[config.mk]
export PLATFORM = sky130hd
export DESIGN_NAME = debounce_array
export DESIGN_NICKNAME = d
export VERILOG_FILES = /design/src/rtl/debounce_pkg.sv /design/src/rtl/debounce_channel.sv /design/src/rtl/debounce_array.sv
export SDC_FILE = /design/constraint.sdc
export NUM_CORES = 1
export LEC_CHECK = 0
export ABC_CLOCK_PERIOD_IN_PS = 2750
export CORE_MARGIN = 4
export CORE_UTILIZATION = 63
export DETAILED_ROUTE_END_ITERATION = 10
export GPL_TIMING_DRIVEN = 0
export PLACE_DENSITY = 0.8
export SLEW_MARGIN = 20
export SYNTH_ARGS = -nofsm -noshare
export SYNTH_HDL_FRONTEND = slang
export SYNTH_SLANG_ARGS = --single-unit
[constraint.sdc]
create_clock -name clk -period 2.75 [get_ports clk]
set_input_delay 0.4125 -clock clk [delete_from_list [all_inputs] [get_ports clk]]
set_output_delay 0.4125 -clock clk [all_outputs]
set_load 0.005 [all_outputs]
[src/rtl/debounce_pkg.sv]
// Shared types and helpers for the multi-channel push-button front end.
package debounce_pkg;

  typedef enum logic [1:0] {IDLE, PRESSED, LONG} btn_state_t;

  // Counter width for a count that runs 0..max; at least one bit so a disabled (0) counter still elaborates.
  function automatic int cnt_w(input int max);
    int w;
    w = $clog2(max + 1);
    return (w < 1) ? 1 : w;
  endfunction

endpackage

[src/rtl/debounce_channel.sv]
// One button channel: two-flop synchroniser, debounce counter and press/long/repeat FSM.
module debounce_channel
  import debounce_pkg::*;
#(
  parameter int DEBOUNCE_CYCLES   = 250000,
  parameter int LONG_PRESS_CYCLES = 25000000,
  parameter int REPEAT_CYCLES     = 5000000
) (
  input  logic clk,
  input  logic rst_n,
  input  logic btn_in,
  output logic btn_level,
  output logic press_pulse,
  output logic release_pulse,
  output logic long_pulse,
  output logic repeat_pulse,
  output logic press_set
);

  localparam int DW = cnt_w(DEBOUNCE_CYCLES);
  localparam int HW = cnt_w(LONG_PRESS_CYCLES);
  localparam int RW = cnt_w(REPEAT_CYCLES);
  localparam logic [DW-1:0] DB_LAST   = DW'(DEBOUNCE_CYCLES - 1);
  localparam logic [HW-1:0] HOLD_LAST = HW'(LONG_PRESS_CYCLES - 1);
  localparam logic [RW-1:0] REP_LAST  = RW'(REPEAT_CYCLES - 1);
  localparam bit LONG_EN = (LONG_PRESS_CYCLES != 0);
  localparam bit REP_EN  = LONG_EN && (REPEAT_CYCLES != 0);

  logic          sync0, sync1, stable, last_stable;
  logic [DW-1:0] db_cnt;
  logic [HW-1:0] hold_cnt, hold_next;
  logic [RW-1:0] rep_cnt, rep_next;
  btn_state_t    state, state_next;
  logic          rise, fall, release_set, long_set, repeat_set;

  // A single cycle of agreement restarts the count, so only a level held for DEBOUNCE_CYCLES flips stable.
  always_ff @(posedge clk or negedge rst_n) begin
    if (!rst_n) begin
      sync0       <= 1'b0;
      sync1       <= 1'b0;
      stable      <= 1'b0;
      last_stable <= 1'b0;
      db_cnt      <= '0;
    end else begin
      sync0       <= btn_in;
      sync1       <= sync0;
      last_stable <= stable;
      if (sync1 == stable) begin
        db_cnt <= '0;
      end else if (db_cnt == DB_LAST) begin
        stable <= sync1;
        db_cnt <= '0;
      end else begin
        db_cnt <= db_cnt + DW'(1);
      end
    end
  end

  assign rise      = stable & ~last_stable;
  assign fall      = ~stable & last_stable;
  assign btn_level = stable;

  always_ff @(posedge clk or negedge rst_n) begin
    if (!rst_n) begin
      state         <= IDLE;
      hold_cnt      <= '0;
      rep_cnt       <= '0;
      press_pulse   <= 1'b0;
      release_pulse <= 1'b0;
      long_pulse    <= 1'b0;
      repeat_pulse  <= 1'b0;
    end else begin
      state         <= state_next;
      hold_cnt      <= hold_next;
      rep_cnt       <= rep_next;
      press_pulse   <= press_set;
      release_pulse <= release_set;
      long_pulse    <= long_set;
      repeat_pulse  <= repeat_set;
    end
  end

  // A fall always wins, which discards any long/repeat count due in the same cycle.
  always_comb begin
    state_next = state;
    hold_next  = hold_cnt;
    rep_next   = rep_cnt;
    unique case (state)
      IDLE: begin
        if (rise) begin
          state_next = PRESSED;
          hold_next  = '0;
        end
      end
      PRESSED: begin
        if (fall) begin
          state_next = IDLE;
        end else if (LONG_EN) begin
          if (hold_cnt == HOLD_LAST) begin
            state_next = LONG;
            rep_next   = '0;
          end else begin
            hold_next = hold_cnt + HW'(1);
          end
        end
      end
      LONG: begin
        if (fall) begin
          state_next = IDLE;
        end else if (REP_EN) begin
          rep_next = (rep_cnt == REP_LAST) ? '0 : rep_cnt + RW'(1);
        end
      end
      default: state_next = IDLE;
    endcase
  end

  always_comb begin
    press_set   = (state == IDLE) && rise;
    release_set = (state != IDLE) && fall;
    long_set    = LONG_EN && (state == PRESSED) && !fall && (hold_cnt == HOLD_LAST);
    repeat_set  = REP_EN && (state == LONG) && !fall && (rep_cnt == REP_LAST);
  end

endmodule

[src/rtl/debounce_array.sv]
// NUM_BTN independent debounced button channels with polarity correction and a combined press strobe.
module debounce_array
  import debounce_pkg::*;
#(
  parameter int                 NUM_BTN           = 4,
  parameter int                 DEBOUNCE_CYCLES   = 250000,
  parameter int                 LONG_PRESS_CYCLES = 25000000,
  parameter int                 REPEAT_CYCLES     = 5000000,
  parameter logic [NUM_BTN-1:0] ACTIVE_LOW_MASK   = '0
) (
  input  logic               clk,
  input  logic               rst_n,
  input  logic [NUM_BTN-1:0] btn_raw,
  output logic [NUM_BTN-1:0] btn_level,
  output logic [NUM_BTN-1:0] press_pulse,
  output logic [NUM_BTN-1:0] release_pulse,
  output logic [NUM_BTN-1:0] long_pulse,
  output logic [NUM_BTN-1:0] repeat_pulse,
  output logic               any_press
);

  if (NUM_BTN == 0 || DEBOUNCE_CYCLES == 0) begin : g_bad_param
    $error("debounce_array: NUM_BTN and DEBOUNCE_CYCLES must be non-zero");
  end

  logic [NUM_BTN-1:0] btn_in;
  logic [NUM_BTN-1:0] press_set;

  assign btn_in = btn_raw ^ ACTIVE_LOW_MASK;

  for (genvar g = 0; g < NUM_BTN; g++) begin : g_ch
    debounce_channel #(
      .DEBOUNCE_CYCLES  (DEBOUNCE_CYCLES),
      .LONG_PRESS_CYCLES(LONG_PRESS_CYCLES),
      .REPEAT_CYCLES    (REPEAT_CYCLES)
    ) u_ch (
      .clk          (clk),
      .rst_n        (rst_n),
      .btn_in       (btn_in[g]),
      .btn_level    (btn_level[g]),
      .press_pulse  (press_pulse[g]),
      .release_pulse(release_pulse[g]),
      .long_pulse   (long_pulse[g]),
      .repeat_pulse (repeat_pulse[g]),
      .press_set    (press_set[g])
    );
  end

  // Registered from the channels' next-cycle press decisions so it lines up with press_pulse.
  always_ff @(posedge clk or negedge rst_n) begin
    if (!rst_n) begin
      any_press <= 1'b0;
    end else begin
      any_press <= |press_set;
    end
  end

endmodule
Word-level counts from Yosys, hierarchy flattened:

Index checks and enable logic that the tools add are counted.
Widths: inputs -> output; s select.

* add/sub/neg operators: 12
* equality and inequality tests: 52
* multiplexer cells: 64
* bitwise operators: 20
* reduce and logical (&&, ||, !) cells: 61

Operators by type and width (count)
* $mux 23: 16
* $mux 25: 12
* $pmux 25 s2: 4
* $pmux 23 s2: 4
* $mux 18: 8
* $add 25x1->25 const B: 4
* $eq 25x25->1 const B: 4
* $add 23x1->23 const B: 4
* $eq 23x23->1 const B: 4
* $add 18x1->18 const B: 4
* $eq 18x18->1 const B: 4
* $mux 2: 16
* $reduce_and 4->1: 8
* $logic_and 1x1->1: 24
* $ne 2x1->1 const B: 12
* $ne 2x2->1 const B: 12
* $pmux 2 s3: 4
* $reduce_bool 2->1: 12
* $ne 3x1->1 const B: 4
* $not 1->1: 12
* $reduce_and 3->1: 4
* $and 1x1->1: 8
* $eq 2x1->1 const B: 4
* $eq 2x2->1 const B: 4
* other kinds (5): 17

* register bits after elaboration: 305
* output and inout port bits: 21
* word-level logic and storage cells: 258

Depth between registers and ports, before layout:

* depth after elaboration: 5
* depth in mapped cells: 10

Modules after synthesis:

A second synthesis with hierarchy kept.

* cells, all modules: 1665
* area, all modules: 15750.1 um^2

By module, submodules not included
* debounce_channel at g_ch[0].u_ch ...: instances 3, cells each 405, area each 3861.2 um^2
* debounce_channel at g_ch[3].u_ch: instances 1, cells each 448, area each 4134.0 um^2
* debounce_array: instances 1, cells each 2, area each 32.5 um^2

Worst setup path before layout:

Ideal clock, no wire load.

* kind: flip-flop to flip-flop
* start point: register g_ch[2].u_ch.rep_cnt[0]
* end point: register g_ch[2].u_ch.rep_cnt[12]
* setup time: 0.121 ns
* data arrival time: 1.974 ns
* slack: 0.654 ns
* cell stages (with the launch flop): 11
* path buffers: 3
* clock period less this slack: 2.096 ns
* path through: dfrtp_1 ha_1 and4_1 nand4_1 or3_1 clkbuf_1 nor2_1 or2_2 buf_2 buf_2 nor2_1

* longest elaborated chain between the ends: 4
* elaborated cells on any way between the ends: 5

Ends and longest elaborated chain
* from (decl): RTL line debounce_channel.sv:32 `logic [RW-1:0] rep_cnt, rep_next;`
* from (signal assigned): RTL line debounce_channel.sv:75 `rep_cnt <= rep_next;`
* $add 23x1->23 / $eq 23x23->1 (equally long branches): RTL line debounce_channel.sv:111 `rep_next = (rep_cnt == REP_LAST) ? '0 : rep_cnt + RW'(1);`
* $mux 23 *: RTL line debounce_channel.sv:111
* $mux 23 *: RTL line debounce_channel.sv:108 `if (fall) begin`
* $pmux 23 s2 *: RTL line debounce_channel.sv:88 `unique case (state)`

Mark *: on every way between the ends. The rest lies on a longest branch, timed or not. The select of a mux whose other input is x is not followed.
A chain may end at the register's enable or synchronous reset.

Worst setup path after layout:

* start point: register g_ch[3].u_ch.hold_cnt[17]
* end point: register g_ch[3].u_ch.rep_cnt[11]

* longest elaborated chain between the ends: 3

Ends and longest elaborated chain
* from (decl): RTL line debounce_channel.sv:31 `logic [HW-1:0] hold_cnt, hold_next;`
* from (signal assigned): RTL line debounce_channel.sv:74 `hold_cnt <= hold_next;`
* $eq 25x25->1: RTL line debounce_channel.sv:99 `if (hold_cnt == HOLD_LAST) begin`
* $ne 2x1->1 (no line)
* $reduce_and 4->1 (no line)
* to (signal assigned): RTL line debounce_channel.sv:75
* to (decl): RTL line debounce_channel.sv:32

No other way between the ends.

==> impl_metrics.toml <==
[synthesis]
synth_top_family_by_area = "simple AND/OR/NAND/NOR gates"
ys_ff_latch = 305
synth.area.top_cells = "dfrtp_1 50%, nor2_1 6.3%, xnor2_1 4.9%"
netlist_instances = 1634
synth.cell_area_sq_mm = 0.0154
avgSynthCellArea_sq_um = 9.41
synth_warnings = 0
ys_types = 62
synth_compound_area_frac = 0.0809
synth_top_cell_by_area = "dfrtp_1"
synthAdderAreaFrac = 0.00976
async_flop_share = 1.00
syn-num-nets = 1652
yosysSeqAreaShare = 0.496
synth_xor_area_frac = 0.0968
yosys.area.top_type_share = 0.496
synth-main-ff-cell = "dfrtp_1"
synth-simple-area-share = 0.282
synthMuxAreaShare = 0.00358
synth_edf_count = 0

[floorplanning]
start_util = 0.647
num_rows = 56
io_pins = 27
core_region_area_sq_mm = 0.0238
chipWidth_microns = 164
dieArea_sq_mm = 0.0270
die_h_microns = 164

[clocking]
cts_buffer_depth = 3
cts_tree = "yes"
cts-root-buf = "clkbuf_16"
clk_latency_ns = 0.51
clk_pin_slew_worst_paths_ns = 0.06
h-tree-depth = 2
cts_inserted_buffers = 35
cts_sinks = 305

[place]
place_ws_ns = 0.101
dp_hpwl_mm = 21.0
portBuffers = 26
gp_congestion = 0.891
dp.cells = 1982

[drt]
wl_mm = 31.6
vias = 12200
ant_nets = 0
dr.first_iter.drc_count = 1083
post_drt_wl_per_cell_microns = 15.4
first_pass_iters = 5
drc_errors = 0
viasPerCell = 5.96

[timing]
hold_viol_final = 0
setup_viol = 0
tns_ns = 0
skew_ns = 0.0104
rsz0062_at_grt = "yes"
max_freq_mhz = 394
worstMarginPinSlew_ns = 0.873
finalCritPeriodShare = 0.924
min_period_ns = 2.54
slew_viol_final = 0
maxSlewHeadroom = 0.417
fin_ws_ns = 0.210
hold_slack_ns = 0.345

[grt]
grt_pass1_wl_mm = 55.4
track_usage = 0.242
grt_max_degree = 98
antenna_found_initial = 0
grt_pass1_vias = 12000
grt-ovfl-total = 0

[finish]
diodes = 0
num-nets-final = 1722
area_growth_pct = 12.8
drive_gt1_frac = 0.0793
layout.cells.non_filler = 2047

[critical_path]
crit_fanout = 10
slowest_stage = "o41a_1"
cp_cell_sequence = "clkbuf_1 -> nor4_2 -> nand4_1 -> o41a_1 -> buf_4 -> nor4_1 -> xnor2_1 -> nor2_1"
crit_family = "simple AND/OR/NAND/NOR gates"
crit_type = "reg2reg"
arrival_ns = 2.93
path_buf_inv = 2
cp-end-kind = "flop"
worstSetupStartpointType = "flop"
cpPeakStageDelay_ns = 0.56
required_ns = 3.14

[outcome]
status = "finished clean"

[pwr]
power_uw = 9310
p_leak_uw = 0.00742
power.density_mw_per_mm2 = 537
vdd_ir_drop_max_mv = 0.565

[job]
cap_violations = 0

[worst_hold_path]
holdCritPathClass = "in2reg"
-- through the flow --
step / util / area [sq um]
after floorplan: - / 15400
final: 0.730 / 17300
after CTS: 0.728 / 17300
after detailed placement: 0.679 / 16100
after global routing: 0.730 / 17300
after global placement: 0.675 / 16000
-- logic make-up (layout without fill, tap and decap cells) --
| kind of cell | Yosys count | after routing |
|---|---|---|
| AO/OA/AOI/OAI | 209 | 209 |
| XOR/XNOR | 170 | 170 |
| adder cells (fa/ha/maj) | 12 | 12 |
| buffers and inverters | 102 | 196 |
| flip-flops | 305 | 305 |
| multiplexers | 5 | 5 |
| AND/OR/NAND/NOR | 831 | 831 |
-- layout by cell type, fill, tap and decap left out, types with 5 or more instances in the layout --
cell type,Yosys,layout
buf_2,9,8
clkbuf_16,0,37
inv_1,34,34
ha_1,12,12
and4_1,20,20
nand2b_1,24,24
and2_1,11,11
xor2_1,84,84
o21ai_0,98,98
a31oi_1,6,6
nand4_1,63,63
clkbuf_1,32,34
nand2_1,133,133
nor4b_2,5,5
o211ai_1,10,10
or4_1,9,9
nor4_1,25,23
nand3b_1,9,9
clkinv_2,0,9
buf_4,20,24
and3_1,40,40
or3_1,22,22
nor2b_1,15,15
nor4b_1,11,11
or2_2,8,8
nand3_1,101,101
o31ai_1,20,19
nor3_1,43,43
o2111ai_1,8,8
clkdlybuf4s50_1,0,25
nor4_2,14,16
nor3b_1,5,5
nor2_1,259,258
dfrtp_1,305,305
a21oi_1,44,44
xnor2_1,86,86
-- flip-flops by register name (all words and copies together) (netlist names) --
register	count
g_ch.u_ch.long_pulse	4
g_ch.u_ch.sync0	4
g_ch.u_ch.last_stable	4
g_ch.u_ch.db_cnt	72
g_ch.u_ch.hold_cnt	100
g_ch.u_ch.sync1	4
g_ch.u_ch.repeat_pulse	4
any_press	1
g_ch.u_ch.rep_cnt	92
g_ch.u_ch.btn_level	4
g_ch.u_ch.press_pulse	4
g_ch.u_ch.release_pulse	4
g_ch.u_ch.state	8
-- cells in the mapped netlist (all sizes together), types with 40 or more instances --
cell type and number:
a21oi 44, nand4 63, and3 40, xnor2 86
nand2 133, o21ai 98, nand3 101, xor2 84
dfrtp 305, nor2 259, nor3 43, nor4 40
-- routing by layer --
| metal | wire length, microns | vias to the layer above | GRT usage | share of wire |
|---|---|---|---|---|
| met4 | 560 | 0 | 0.0667 | 0.018 |
| met2 | 15300 | 298 | 0.401 | 0.48 |
| met1 | 14400 | 5962 | 0.338 | 0.45 |
| li1 | - | 5882 | - | - |
| met3 | 1380 | 52 | 0.0324 | 0.044 |
| met5 | 0 | - | 0 | 0 |
-- area by class of cell --
cell class	count	area [sq um]
Fill cell	1739	6410
Multi-Input combinational cell	1227	7290
Timing Repair Buffer	34	388
Tap cell	319	399
Sequential cell	305	7630
Inverter	38	143
Buffer	63	332
Clock buffer	42	965
Clock inverter	19	195
-- path summary, 6_finish.rpt --
path,from,endpoint,slack (ns),cells after the start
setup reg to reg,g_ch[3].u_ch.hold_cnt[17],g_ch[3].u_ch.rep_cnt[11],0.21,8
setup / recovery,g_ch[3].u_ch.hold_cnt[17],g_ch[3].u_ch.rep_cnt[11],0.21,8
hold reg to reg,g_ch[0].u_ch.sync0,g_ch[0].u_ch.sync1,0.34,0
hold / removal,btn_raw[3],g_ch[3].u_ch.sync0,0.34,1
max in group asynchronous,rst_n,g_ch[3].u_ch.db_cnt[13],1.09,4
min in group asynchronous,rst_n,g_ch[2].u_ch.db_cnt[11],0.44,2
-- power breakdown --
part	internal (uW)	leakage (uW)	switching (uW)
logic	36.5	0.00262	112
registers	4510	0.00423	14.8
clock network	2800	0.000572	1840
-- repair_timing --
action / CTS / global route
resized for setup: 0 / 5
endpoints found under the hold margin: 63 / 0
buffers inserted: 0 / 4
hold buffers: 1 / 0
endpoints found under the setup margin: 0 / 25
No activity file was read; power rests on OpenSTA's default activity.
